==> src/rtl/etherneco_rmii_tx.sv <==
// RMII transmit serializer: sends framed bytes as LSB-first dibits with tx_en,
// enforces an inter-frame gap, truncates frames on underrun and counts outcomes.
module etherneco_rmii_tx #(
  parameter int IFG_CYCLES = 48,
  parameter int CNT_WIDTH  = 16
) (
  input  logic                 clk,
  input  logic                 rst,
  input  logic                 s_first,
  input  logic                 s_last,
  input  logic [7:0]           s_data,
  input  logic                 s_valid,
  output logic                 s_ready,
  output logic [1:0]           rmii_txd,
  output logic                 rmii_tx_en,
  output logic                 busy,
  output logic                 underrun,
  output logic                 drop,
  output logic [CNT_WIDTH-1:0] frame_count,
  output logic [CNT_WIDTH-1:0] underrun_count
);
  localparam int IFG_W = $clog2(IFG_CYCLES + 1);
  localparam logic [IFG_W-1:0]     IFG_LOAD = IFG_W'(IFG_CYCLES);
  localparam logic [IFG_W-1:0]     IFG_ONE  = IFG_W'(1);
  localparam logic [CNT_WIDTH-1:0] CNT_ONE  = CNT_WIDTH'(1);

  typedef enum logic [1:0] {
    ST_IDLE    = 2'd0,
    ST_DATA    = 2'd1,
    ST_DISCARD = 2'd2,
    ST_IFG     = 2'd3
  } state_e;

  state_e               state_q, state_d;
  logic [7:0]           sr_q, sr_d;
  logic [1:0]           cnt_q, cnt_d;
  logic                 cur_last_q, cur_last_d;
  logic [IFG_W-1:0]     ifg_q, ifg_d;
  logic [1:0]           txd_q, txd_d;
  logic                 tx_en_q, tx_en_d;
  logic                 underrun_q, underrun_d;
  logic                 drop_q, drop_d;
  logic [CNT_WIDTH-1:0] frame_cnt_q, frame_cnt_d;
  logic [CNT_WIDTH-1:0] ur_cnt_q, ur_cnt_d;
  logic                 handshake;

  // Ready depends only on state, dibit index, last flag and reset.
  always_comb begin
    s_ready = 1'b0;
    if (rst) begin
      s_ready = 1'b0;
    end else begin
      case (state_q)
        ST_IDLE:    s_ready = 1'b1;
        ST_DATA:    s_ready = (cnt_q == 2'd3) && !cur_last_q;
        ST_DISCARD: s_ready = 1'b1;
        ST_IFG:     s_ready = 1'b0;
        default:    s_ready = 1'b0;
      endcase
    end
  end

  assign handshake = s_valid && s_ready;

  // Next-state logic. The first dibit of a byte is driven straight from s_data
  // at the accepting edge, so sr only keeps the dibits still to be sent.
  always_comb begin
    state_d     = state_q;
    sr_d        = sr_q;
    cnt_d       = cnt_q;
    cur_last_d  = cur_last_q;
    ifg_d       = ifg_q;
    txd_d       = 2'b00;
    tx_en_d     = 1'b0;
    underrun_d  = 1'b0;
    drop_d      = 1'b0;
    frame_cnt_d = frame_cnt_q;
    ur_cnt_d    = ur_cnt_q;
    case (state_q)
      ST_IDLE: begin
        if (handshake && s_first) begin
          sr_d       = {2'b00, s_data[7:2]};
          txd_d      = s_data[1:0];
          tx_en_d    = 1'b1;
          cnt_d      = 2'd0;
          cur_last_d = s_last;
          state_d    = ST_DATA;
        end else if (handshake) begin
          drop_d = 1'b1;
        end else begin
          state_d = ST_IDLE;
        end
      end
      ST_DATA: begin
        if (cnt_q != 2'd3) begin
          txd_d   = sr_q[1:0];
          tx_en_d = 1'b1;
          sr_d    = sr_q >> 2;
          cnt_d   = cnt_q + 2'd1;
        end else if (cur_last_q) begin
          frame_cnt_d = frame_cnt_q + CNT_ONE;
          ifg_d       = IFG_LOAD;
          state_d     = ST_IFG;
        end else if (handshake) begin
          sr_d       = {2'b00, s_data[7:2]};
          txd_d      = s_data[1:0];
          tx_en_d    = 1'b1;
          cnt_d      = 2'd0;
          cur_last_d = s_last;
        end else begin
          underrun_d = 1'b1;
          ur_cnt_d   = ur_cnt_q + CNT_ONE;
          state_d    = ST_DISCARD;
        end
      end
      ST_DISCARD: begin
        if (handshake && s_last) begin
          ifg_d   = IFG_LOAD;
          state_d = ST_IFG;
        end else begin
          state_d = ST_DISCARD;
        end
      end
      ST_IFG: begin
        if (ifg_q <= IFG_ONE) begin
          state_d = ST_IDLE;
        end else begin
          ifg_d = ifg_q - IFG_ONE;
        end
      end
      default: begin
        state_d = ST_IDLE;
      end
    endcase
  end

  // State and registered outputs; reset truncates any frame in flight.
  always_ff @(posedge clk) begin
    if (rst) begin
      state_q     <= ST_IDLE;
      sr_q        <= 8'h00;
      cnt_q       <= 2'd0;
      cur_last_q  <= 1'b0;
      ifg_q       <= '0;
      txd_q       <= 2'b00;
      tx_en_q     <= 1'b0;
      underrun_q  <= 1'b0;
      drop_q      <= 1'b0;
      frame_cnt_q <= '0;
      ur_cnt_q    <= '0;
    end else begin
      state_q     <= state_d;
      sr_q        <= sr_d;
      cnt_q       <= cnt_d;
      cur_last_q  <= cur_last_d;
      ifg_q       <= ifg_d;
      txd_q       <= txd_d;
      tx_en_q     <= tx_en_d;
      underrun_q  <= underrun_d;
      drop_q      <= drop_d;
      frame_cnt_q <= frame_cnt_d;
      ur_cnt_q    <= ur_cnt_d;
    end
  end

  assign rmii_txd       = txd_q;
  assign rmii_tx_en     = tx_en_q;
  assign busy           = (state_q != ST_IDLE);
  assign underrun       = underrun_q;
  assign drop           = drop_q;
  assign frame_count    = frame_cnt_q;
  assign underrun_count = ur_cnt_q;

endmodule

==> config.mk <==
export PLATFORM = sky130hd
export DESIGN_NAME = etherneco_rmii_tx
export DESIGN_NICKNAME = d
export VERILOG_FILES = /design/src/rtl/etherneco_rmii_tx.sv
export SDC_FILE = /design/constraint.sdc
export NUM_CORES = 1
export LEC_CHECK = 0
export CAP_MARGIN = 25
export CORE_MARGIN = 5
export CORE_UTILIZATION = 25
export DETAILED_ROUTE_END_ITERATION = 10
export PLACE_DENSITY = 0.53
export SYNTH_ARGS = -nofsm -noshare
export SYNTH_HDL_FRONTEND = slang
export SYNTH_SLANG_ARGS = --single-unit
==> constraint.sdc <==
create_clock -name clk -period 3.25 [get_ports clk]
set_input_delay 0.65 -clock clk [delete_from_list [all_inputs] [get_ports clk]]
set_output_delay 0.65 -clock clk [all_outputs]
set_load 0.05 [all_outputs]
==> impl_metrics.py <==
metrics = {
    "clock_network": {
        "cts.hold.buffers_added": 0,
        "clk_pin_slew_worst_paths_ns": 0.10,
        "tritoncts": "built",
        "cts-root-to-sink-buffers": 2,
        "cts_sinks": 54,
        "post-cts-setup-buffer-count": 0,
        "tritoncts.num_buffers": 5,
        "clockRootBuffer": "clkbuf_8",
        "clock_latency_ns": 0.31,
        "htree_num_levels": 2,
    },
    "final_layout": {
        "final_net_count": 385,
        "layout.cells.most_common_list": "dfxtp_1, nor2_1, clkdlybuf4s50_1, nand2_1",
        "drive_gt1_frac": 0.0604,
        "final_common_cell": "dfxtp_1",
        "area_delta_synth_final_pct": 27.6,
        "seqCellArea_sq_um": 1080,
        "antenna-diode-count": 0,
        "fillCellCount": 1097,
        "multiInputGateArea_sq_um": 1470,
    },
    "pwr": {
        "power_density_nw_per_um2": 405,
        "power.share.switching": 0.292,
        "ir_drop_v": 0.000160,
        "overall_power_of_the_completed_layout_mw": 1.38,
        "power.switching_mw": 0.404,
        "cell_internal_pwr_mw": 0.978,
        "total_leakage_power_nw": 1.20,
        "power.share.combinational": 0.182,
        "share_clk_of_total_power": 0.304,
        "seq_power_share": 0.514,
    },
    "global_routing": {
        "groute.layer.met3.usage": 0.0207,
        "grt_antenna_before_repair": 0,
        "grt_max_degree": 43,
        "met2_usage": 0.159,
        "groute.usage.overall": 0.0956,
        "grt_use_met1": 0.123,
        "overflow": 0,
        "number_of_global_route_vias_before_repair": 2208,
        "grt_pass1_wl_um": 10400,
        "busiest_layer": "met2",
    },
    "routing": {
        "num_vias": 2294,
        "drt_iter0_markers": 80,
        "wl_um": 6060,
        "detail_route.first_pass.iterations": 4,
        "wl_per_cell_um": 12.1,
        "detail-route-antenna-nets": 0,
        "drt-vias-per-instance": 4.59,
        "detail_route.drc_violations": 0,
    },
    "synth": {
        "edff_count_synth": 0,
        "synth_cell_type_count": 51,
        "synth_largest_type_area_fraction": 0.404,
        "synth_area_leaders": "dfxtp_1, nor2_1, xnor2_1",
        "part_of_the_yosys_area_used_for_sequential_elements": 0.404,
        "ys.warnings.count": 0,
        "summed_instance_area_of_the_synthesized_netlist_sq_um": 2680,
        "synth-async-reset-ratio": 0,
        "syn-instance-count": 315,
        "synth_largest_area_cell": "dfxtp_1",
        "synth.net_count": 337,
        "main_flop_type_after_synthesis": "dfxtp_1",
        "synth.avg_cell_area_sq_um": 8.50,
        "ys_seq_elements": 54,
    },
    "timing": {
        "hold_ws_ns": 0.486,
        "final-setup-viol-count": 0,
        "tns_ns": 0,
        "number_of_hold_violations_in_the_final_report": 0,
        "maxSlewHeadroom": 0.539,
        "layout_worst_path_cycle_share": 0.847,
        "period_minus_slack_ns": 2.75,
        "worst_pin_slew_ns": 0.686,
        "drv_slew": 0,
        "fmax_ghz": 0.363,
        "fin_worst_skew_ns": 0.00898,
        "grt_setup_unrepaired": "no",
    },
    "setup_path": {
        "crit_path_start_kind": "flop",
        "cp_data_arrival_time_ns": 2.10,
        "worst-r2r-cell-count": 9,
        "worstSetupPathType": "reg -> out",
        "worst_r2r_endpoint": "underrun_count[15]",
        "timing.critical_path.required_ns": 2.60,
        "r2r_start": "state_q[1]",
        "path_max_fanout": 12,
        "rrSetupSlack_ns": 0.87,
        "worst_setup_path_startpoint": "state_q[0]",
        "cp-end-kind": "output port",
    },
    "outcome": {
        "status": "completed",
    },
    "hold_path": {
        "hold_start": "sr_q[2]",
        "hold_end": "sr_q[0]",
        "hold_removal_path_class": "reg -> reg",
        "whs_path_cells": 2,
    },
    "floorplanning": {
        "initial_utilization": 0.258,
        "chipWidth_um": 113,
        "core.rowCount": 37,
        "number_of_i_o_pins": 52,
        "fp.dieH_um": 113,
        "floorplan_die_area_sq_um": 12900,
        "core_region_area_sq_um": 10400,
    },
    "flow_run": {
        "number_of_max_capacitance_violations_reported": 0,
    },
    "placement": {
        "place.port_buffers": 51,
        "place_congestion": 0.793,
        "post-dp-hpwl_um": 4450,
    },
}
-- worst max-delay path, stage by stage, from the launching register on --
cell	delay (ns)
dfxtp_1	0.39
inv_1	0.08
ha_1	0.34
inv_1	0.17
clkdlybuf4s50_1	0.82
-- kinds of logic (layout without fill, tap and decap cells) --
logic type | count (synthesis) | count (layout) | synth area share
compound gates | 49 | 49 | 0.126
xor+xnor | 26 | 26 | 0.0851
fa+ha+maj | 9 | 9 | 0.0421
buf+inv | 27 | 76 | 0.0458
flops | 54 | 54 | 0.404
mux | 6 | 6 | 0.0224
simple gates | 144 | 144 | 0.275
-- per-layer routing --
metal,up-vias,part of all wire
met5,-,0
met4,0,0.0081
met3,4,0.039
met2,45,0.47
met1,1054,0.48
li1,1191,-
-- metrics by stage --
step	area, sq um	util	std cells	setup WS, ns
global placement	3310	0.319	492	0.571
CTS	3410	0.329	500	0.152
finish	3420	0.329	500	0.496
detailed placement	3310	0.319	492	0.512
global route	3420	0.329	500	0.376
floorplan	2680	-	315	0.787
-- power by group through the flow --
stage | Clock [mW] | Sequential [mW] | Combinational (mW)
after floorplan | 0 | 0.726 | 0.182
after global placement | 0 | 0.725 | 0.249
after detailed placement | 0 | 0.726 | 0.253
after CTS | 0.444 | 0.711 | 0.254
after global routing | 0.464 | 0.715 | 0.280
final | 0.420 | 0.711 | 0.252
-- worst max-delay path by stage --
stage                     slack, ns  endpoint  cells after the start
after floorplan                0.79   s_ready                      6
after global placement         0.57   s_ready                      6
after detailed placement       0.51   s_ready                      6
after CTS                      0.15   s_ready                      6
after global routing           0.38      busy                      4
final                          0.50      busy                      4
-- cell type report --
class,count,share of cell area
clock inverters,1,0.00256
inverters,13,0.0143
multi-input cells,234,0.431
repair buffers,55,0.158
clock buffers,7,0.0282
well taps,136,0.0498
flip-flops and latches,54,0.316
-- sequential cells by signal (all words and copies together) (netlist names) --
| signal | cells |
|---|---|
| cur_last_q | 1 |
| rmii_txd | 2 |
| state_q | 2 |
| frame_count | 16 |
| rmii_tx_en | 1 |
| sr_q | 6 |
| ifg_q | 6 |
| underrun_count | 16 |
| cnt_q | 2 |
| drop | 1 |
| underrun | 1 |
-- synth_stat cells (2+ instances only) --
cell type	count
dfxtp_1	54
nor2_1	53
nand2_1	20
a21oi_1	15
nor3_1	15
xnor2_1	14
inv_1	13
nand3_1	13
xor2_1	12
ha_1	9
o21ai_0	9
nand2b_1	7
nand4_1	7
clkbuf_1	6
mux2i_1	6
a311oi_1	5
and3_1	5
buf_2	5
nor2b_1	4
or3_1	4
a211oi_2	2
a21o_1	2
a22o_1	2
a22oi_1	2
and2_1	2
and4_1	2
buf_4	2
nor3b_1	2
-- what timing repair did --
item / CTS / global route
endpoints found under the hold margin: 0 / 0
resized for setup: 0 / 1
setup endpoints to repair: 0 / 1
Note: power is estimated with default switching activity, not from simulation.
